### config.mk
export PLATFORM = sky130hd
export DESIGN_NAME = mem_dumper_flat
export DESIGN_NICKNAME = d
export VERILOG_FILES = /design/src/rtl/mem_dumper_if.sv /design/src/rtl/mem_dumper.sv /design/src/flat_wrapper.sv
export SDC_FILE = /design/constraint.sdc
export NUM_CORES = 1
export LEC_CHECK = 0
export CAP_MARGIN = 20
export CORE_ASPECT_RATIO = 1.2
export CORE_MARGIN = 5
export CORE_UTILIZATION = 65
export DETAILED_ROUTE_END_ITERATION = 12
export DONT_BUFFER_PORTS = 1
export PLACE_DENSITY = 0.8
export SLEW_MARGIN = 30
export SYNTH_ARGS = -nofsm -noshare
export SYNTH_HDL_FRONTEND = slang
export SYNTH_SLANG_ARGS = --single-unit
### constraint.sdc
create_clock -name CLK -period 5.9 [get_ports CLK]
set_input_delay 0.295 -clock CLK [delete_from_list [all_inputs] [get_ports CLK]]
set_output_delay 0.295 -clock CLK [all_outputs]
set_load 0.01 [all_outputs]
### src/rtl/mem_dumper_if.sv
// ---------------------------------------------------------------------------
// mem_dumper_if
//
// Purpose:
//   Groups the request, memory read port and UART/status signals of the
//   memory dumper into one bundle.
//
// Signals:
//   START      single-cycle dump request
//   BASE       first address to dump
//   LEN        number of bytes to dump (0 .. 2^ADDR_WIDTH)
//   MEM_ADDR   registered read address towards the byte memory
//   MEM_RDATA  synchronous read data from the byte memory
//   UART_TXD   serial output, idles high
//   BUSY       dump in progress
//   DONE       one-cycle completion pulse
//
// Modports:
//   master  host + memory side (drives the request and the read data)
//   slave   dumper side
// ---------------------------------------------------------------------------
interface mem_dumper_if #(
    parameter int ADDR_WIDTH = 10
);

    logic                  START;
    logic [ADDR_WIDTH-1:0] BASE;
    logic [ADDR_WIDTH:0]   LEN;
    logic [ADDR_WIDTH-1:0] MEM_ADDR;
    logic [7:0]            MEM_RDATA;
    logic                  UART_TXD;
    logic                  BUSY;
    logic                  DONE;

    modport master (
        output START,
        output BASE,
        output LEN,
        output MEM_RDATA,
        input  MEM_ADDR,
        input  UART_TXD,
        input  BUSY,
        input  DONE
    );

    modport slave (
        input  START,
        input  BASE,
        input  LEN,
        input  MEM_RDATA,
        output MEM_ADDR,
        output UART_TXD,
        output BUSY,
        output DONE
    );

endinterface

### src/rtl/mem_dumper.sv
// ---------------------------------------------------------------------------
// mem_dumper
//
// Purpose:
//   Reads a contiguous range of the byte memory filled by the UART loader and
//   sends every byte back to the host as a UART 8N1 frame (LSB first).  The
//   block owns its baud counter and shift register, so it drives the board
//   TX pin directly.
//
// Parameters:
//   CLKS_PER_BIT  clock cycles per UART bit (>= 4)
//   ADDR_WIDTH    memory address width, memory depth is 2^ADDR_WIDTH
//
// Ports:
//   CLK   system clock, rising edge
//   RST   asynchronous active-high reset
//   bus   mem_dumper_if slave modport:
//           START/BASE/LEN   dump request, BASE/LEN latched on acceptance
//           MEM_ADDR         registered read address, stable for a frame
//           MEM_RDATA        read data, valid one cycle after MEM_ADDR
//           UART_TXD         serial output
//           BUSY/DONE        status
// ---------------------------------------------------------------------------
module mem_dumper #(
    parameter int CLKS_PER_BIT = 10417,
    parameter int ADDR_WIDTH   = 10
) (
    input  logic         CLK,
    input  logic         RST,
    mem_dumper_if.slave  bus
);

    localparam int                BAUD_W    = $clog2(CLKS_PER_BIT);
    localparam logic [BAUD_W-1:0] BAUD_LAST = BAUD_W'(CLKS_PER_BIT - 1);

    typedef enum logic [2:0] {
        IDLE,
        FETCH,
        LOAD,
        START_BIT,
        DATA,
        STOP
    } state_t;

    state_t                state_q;
    state_t                state_d;
    logic [ADDR_WIDTH-1:0] mem_addr_q;
    logic [ADDR_WIDTH-1:0] mem_addr_d;
    logic [ADDR_WIDTH:0]   remaining_q;
    logic [ADDR_WIDTH:0]   remaining_d;
    logic [7:0]            shift_q;
    logic [7:0]            shift_d;
    logic [2:0]            bit_cnt_q;
    logic [2:0]            bit_cnt_d;
    logic [BAUD_W-1:0]     baud_q;
    logic [BAUD_W-1:0]     baud_d;
    logic                  txd_q;
    logic                  txd_d;
    logic                  busy_q;
    logic                  busy_d;
    logic                  done_q;
    logic                  done_d;

    logic                  bit_end;
    logic                  last_byte;
    logic                  start_ok;
    logic                  start_empty;

    // A bit period ends on the last count of the baud counter.
    assign bit_end     = (baud_q == BAUD_LAST);
    assign last_byte   = (remaining_q == (ADDR_WIDTH + 1)'(1));
    assign start_ok    = bus.START && (bus.LEN != '0);
    assign start_empty = bus.START && (bus.LEN == '0);

    // State register and all datapath registers.  TXD resets high so the
    // line returns to idle the moment reset is asserted, even mid-frame.
    always_ff @(posedge CLK or posedge RST) begin
        if (RST) begin
            state_q     <= IDLE;
            mem_addr_q  <= '0;
            remaining_q <= '0;
            shift_q     <= '0;
            bit_cnt_q   <= '0;
            baud_q      <= '0;
            txd_q       <= 1'b1;
            busy_q      <= 1'b0;
            done_q      <= 1'b0;
        end else begin
            state_q     <= state_d;
            mem_addr_q  <= mem_addr_d;
            remaining_q <= remaining_d;
            shift_q     <= shift_d;
            bit_cnt_q   <= bit_cnt_d;
            baud_q      <= baud_d;
            txd_q       <= txd_d;
            busy_q      <= busy_d;
            done_q      <= done_d;
        end
    end

    // Next-state logic.  A LEN=0 request never leaves IDLE; it only pulses
    // DONE.  STOP either fetches the next byte or finishes the dump.
    always_comb begin
        state_d = state_q;
        case (state_q)
            IDLE: begin
                if (start_ok) begin
                    state_d = FETCH;
                end
            end
            FETCH: begin
                state_d = LOAD;
            end
            LOAD: begin
                state_d = START_BIT;
            end
            START_BIT: begin
                if (bit_end) begin
                    state_d = DATA;
                end
            end
            DATA: begin
                if (bit_end && (bit_cnt_q == 3'd7)) begin
                    state_d = STOP;
                end
            end
            STOP: begin
                if (bit_end) begin
                    state_d = last_byte ? IDLE : FETCH;
                end
            end
            default: begin
                state_d = IDLE;
            end
        endcase
    end

    // Output and datapath next values.  FETCH only gives the memory a cycle
    // to sample MEM_ADDR; LOAD grabs the read data and drops TXD for the
    // start bit.  In DATA the bit after the current one is shift_q[1],
    // because the shift and the TXD update happen on the same edge.
    always_comb begin
        mem_addr_d  = mem_addr_q;
        remaining_d = remaining_q;
        shift_d     = shift_q;
        bit_cnt_d   = bit_cnt_q;
        baud_d      = baud_q;
        txd_d       = txd_q;
        busy_d      = busy_q;
        done_d      = 1'b0;
        case (state_q)
            IDLE: begin
                txd_d = 1'b1;
                if (start_ok) begin
                    remaining_d = bus.LEN;
                    mem_addr_d  = bus.BASE;
                    busy_d      = 1'b1;
                end else if (start_empty) begin
                    done_d = 1'b1;
                end
            end
            FETCH: begin
                txd_d = 1'b1;
            end
            LOAD: begin
                shift_d   = bus.MEM_RDATA;
                txd_d     = 1'b0;
                baud_d    = '0;
                bit_cnt_d = '0;
            end
            START_BIT: begin
                if (bit_end) begin
                    baud_d = '0;
                    txd_d  = shift_q[0];
                end else begin
                    baud_d = baud_q + 1'b1;
                end
            end
            DATA: begin
                if (bit_end) begin
                    baud_d    = '0;
                    shift_d   = {1'b0, shift_q[7:1]};
                    bit_cnt_d = bit_cnt_q + 3'd1;
                    txd_d     = (bit_cnt_q == 3'd7) ? 1'b1 : shift_q[1];
                end else begin
                    baud_d = baud_q + 1'b1;
                end
            end
            STOP: begin
                if (bit_end) begin
                    baud_d      = '0;
                    remaining_d = remaining_q - 1'b1;
                    if (last_byte) begin
                        busy_d = 1'b0;
                        done_d = 1'b1;
                    end else begin
                        // Natural overflow wraps the address at the top of memory.
                        mem_addr_d = mem_addr_q + 1'b1;
                    end
                end else begin
                    baud_d = baud_q + 1'b1;
                end
            end
            default: begin
                txd_d = 1'b1;
            end
        endcase
    end

    assign bus.MEM_ADDR = mem_addr_q;
    assign bus.UART_TXD = txd_q;
    assign bus.BUSY     = busy_q;
    assign bus.DONE     = done_q;

endmodule

### src/flat_wrapper.sv
// flat-port wrapper written by rule: the top's interface ports become plain ports
module mem_dumper_flat 
#(
    parameter int CLKS_PER_BIT = 10417,
    parameter int ADDR_WIDTH   = 10
)
  (CLK, RST, bus_START, bus_BASE, bus_LEN, bus_MEM_RDATA, bus_MEM_ADDR, bus_UART_TXD, bus_BUSY, bus_DONE);
  mem_dumper_if #(.ADDR_WIDTH(ADDR_WIDTH)) bus_i ();
  input  logic CLK;
  input  logic RST;
  input wire logic [$bits(bus_i.START)-1:0] bus_START;
  input wire logic [$bits(bus_i.BASE)-1:0] bus_BASE;
  input wire logic [$bits(bus_i.LEN)-1:0] bus_LEN;
  input wire logic [$bits(bus_i.MEM_RDATA)-1:0] bus_MEM_RDATA;
  output wire logic [$bits(bus_i.MEM_ADDR)-1:0] bus_MEM_ADDR;
  output wire logic [$bits(bus_i.UART_TXD)-1:0] bus_UART_TXD;
  output wire logic [$bits(bus_i.BUSY)-1:0] bus_BUSY;
  output wire logic [$bits(bus_i.DONE)-1:0] bus_DONE;
  assign bus_i.START = bus_START;
  assign bus_i.BASE = bus_BASE;
  assign bus_i.LEN = bus_LEN;
  assign bus_i.MEM_RDATA = bus_MEM_RDATA;
  assign bus_MEM_ADDR = bus_i.MEM_ADDR;
  assign bus_UART_TXD = bus_i.UART_TXD;
  assign bus_BUSY = bus_i.BUSY;
  assign bus_DONE = bus_i.DONE;
  mem_dumper #(.CLKS_PER_BIT(CLKS_PER_BIT), .ADDR_WIDTH(ADDR_WIDTH)) u_core (.CLK(CLK), .RST(RST), .bus(bus_i));
endmodule
==> results.ini <==
[worst_setup_path]
worst-path-buf-inv = 0
slowest_delay_ns = 0.67
cp_slowest_cell = and4_1
end_kind = flip-flop
cp.arrival_ns = 2.80
crit_fanout = 17
critical_path.top_delay_family = simple AND/OR/NAND/NOR gates
start_kind = flip-flop
crit_type = flip-flop to flip-flop
crit_chain = nor4_1 > and4_1 > nand2_2 > a21oi_4 > mux2_2
required_ns = 6.10

[global_route]
grt_first_pass_wirelength_mm = 11.9
overflow = 0
grt_pass1_vias = 2579
grt_use_total = 0.234
antenna_found_initial = 0
grt_max_degree = 53

[timing]
layout_setup_ws_ns = 3.30
finalSetupViolCount = 0
finalCritPeriodShare = 0.440
period_needed_ns = 2.60
rsz0062_at_grt = no
slew_viol_final = 0
fmax_ghz = 0.385
tns_ns = 0
final.setup_skew_ns = 0.0124
slew_headroom = 0.544
hold_viol_final = 0
tightest_slew_ns = 0.679

[floorplanning]
initial_core_util = 0.675
fp.coreArea_um2 = 4630
num_rows = 27
die-area_um2 = 6300
num_io_pins = 45
die_w_um = 73.3
fp.dieH_um = 85.9

[cells_and_area]
area_delta_synth_final_pct = 4.20
multi_input_area_um2 = 1660
seqCellArea_um2 = 1300
fillerInstances = 346
design.final.nets = 371
layout_common_cells = 51 x dfrtp_1, 37 x nand2_1, 27 x nor2_1, 24 x a21oi_1, 21 x nand3_1
antenna_cells = 0
drive_gt1_frac = 0.123
layout_commonest_cell = dfrtp_1

[logic_synthesis]
ys_seq_area_frac = 0.417
ys.flop_type = dfrtp_1
synth_area_um2 = 3120
synth_compound_area_frac = 0.203
synth_top_area_share = 0.408
ys_types = 63
async_flop_share = 1.00
synth_top_family_by_area = simple AND/OR/NAND/NOR gates
synth-adder-area-share = 0.0280
syn_nets = 378
syn_inst = 339
synth_area_leaders = dfrtp_1 41%, mux2_2 5.0%, nand2_1 4.4%
synth_edf_count = 0
synth.ff_latch_count = 52
synthXorXnorAreaFrac = 0.0252
synthMuxAreaShare = 0.0601
avgSynthCellArea_um2 = 9.22
yosysTopAreaCell = dfrtp_1
yosys.area_share.simple = 0.216
yosysWarningCount = 0

[placed_design]
pre_cts_slack_ns = 3.36
portBuffers = 0
dp_hpwl_mm = 4.90
gp_congestion = 0.855

[route]
drc_errors = 0
drtIter0Drc = 201
route.met2.wl_mm = 3.32
routedWlPerCell_um = 17.6
via_per_inst = 6.50
vias = 2542
drt-pass1-iter-count = 4
met3_length_um = 441
wirelength_met1_mm = 3.01
top_layer = met4
postRouteAntennaNets = 0
wl_mm = 6.87

[power_and_ir_drop]
power_density_nw_per_um2 = 315
finalPower_mw = 1.03
irDropWorstVdd_mv = 0.185
p_leak_nw = 1.26

[cts]
clkSinkCount = 52
path_clk_slew_ns = 0.10
postCtsSetupBuffers = 0
cts.repair.resized = 0
max-clock-path-buffers = 2
root_buffer = clkbuf_8
cts-htree-levels = 2
cts_buffers = 5
holdBufCountCts = 0
worst_skew_pair.late_latency_ns = 0.31
cts_tree = yes

[hold_path]
hold_class = input port to async pin

[outcome]
status = complete, no violations

[run]
cap_violations = 0

-- logic make-up after synthesis --
family	after synthesis
flip-flops	52
AND/OR/NAND/NOR	131
XOR/XNOR	9
buffers and inverters	32
adder cells (fa/ha/maj)	7
multiplexers	17
AO/OA/AOI/OAI	91
-- metal layers --
layer | vias to the layer above | track usage
met4 | 0 | 0.0807
li1 | 1236 | -
met5 | - | 0
met3 | 8 | 0.0574
met2 | 74 | 0.373
met1 | 1224 | 0.308
-- final timing paths --
| path | cells past startpoint | from | slack, ns | end |
|---|---|---|---|---|
| setup / recovery | 5 | u_core.baud_q[6] | 3.30 | u_core.shift_q[1] |
| max in group asynchronous | 2 | RST | 5.42 | u_core.bus.MEM_ADDR[5] |
| setup reg to reg | 5 | u_core.baud_q[6] | 3.30 | u_core.shift_q[1] |
| min in group CLK | 2 | bus_LEN[7] | 0.12 | u_core.remaining_q[7] |
| hold / removal | 2 | RST | 0.03 | u_core.remaining_q[2] |
| hold reg to reg | 1 | u_core.shift_q[6] | 0.52 | u_core.shift_q[6] |
-- cell usage after synthesis (6+ instances only) --
cell type / n
o22ai_1: 7
o21ai_0: 19
buf_2: 6
dfrtp_1: 51
nor2_1: 27
nor3_1: 11
a21oi_1: 24
clkbuf_1: 6
mux2_2: 14
nand2_1: 37
inv_1: 14
ha_1: 7
nand3_1: 21
-- flip-flops by register name (all words and copies together), names as in the netlist --
name and count:
u_core.baud_q 14, u_core.bit_cnt_q 3, u_core.bus.BUSY 1, u_core.bus.DONE 1
u_core.bus.MEM_ADDR 10, u_core.bus.UART_TXD 1, u_core.remaining_q 11, u_core.shift_q 8
u_core.state_q 3
-- layout make-up --
class,instances,area share
inverters,15,0.0173
well taps,58,0.0223
flip-flops and latches,52,0.400
clock buffers,5,0.0211
multi-input cells,255,0.511
repair buffers,3,0.00692
clock inverters,3,0.0211
-- power by group --
group | switching, mW | total (mW) | internal [mW]
combinational | 0.110 | 0.216 | 0.106
sequential | 0.0884 | 0.517 | 0.428
clock | 0.123 | 0.294 | 0.171
total | 0.321 | 1.03 | 0.705
-- per-stage QoR --
step | utilization | hold slack (ns) | instance area (µm²) | instances
6_report | 0.703 | 0.0343 | 3260 | 391
5_1_grt | 0.703 | 0.0824 | 3260 | 391
4_1_cts | 0.703 | 0.0556 | 3260 | 391
3_5_place_dp | 0.674 | 0.397 | 3120 | 383
3_3_place_gp | 0.674 | 0.396 | 3120 | 383
2_1_floorplan | - | 0.428 | 3120 | 339
(Power assumes the default switching activity.)
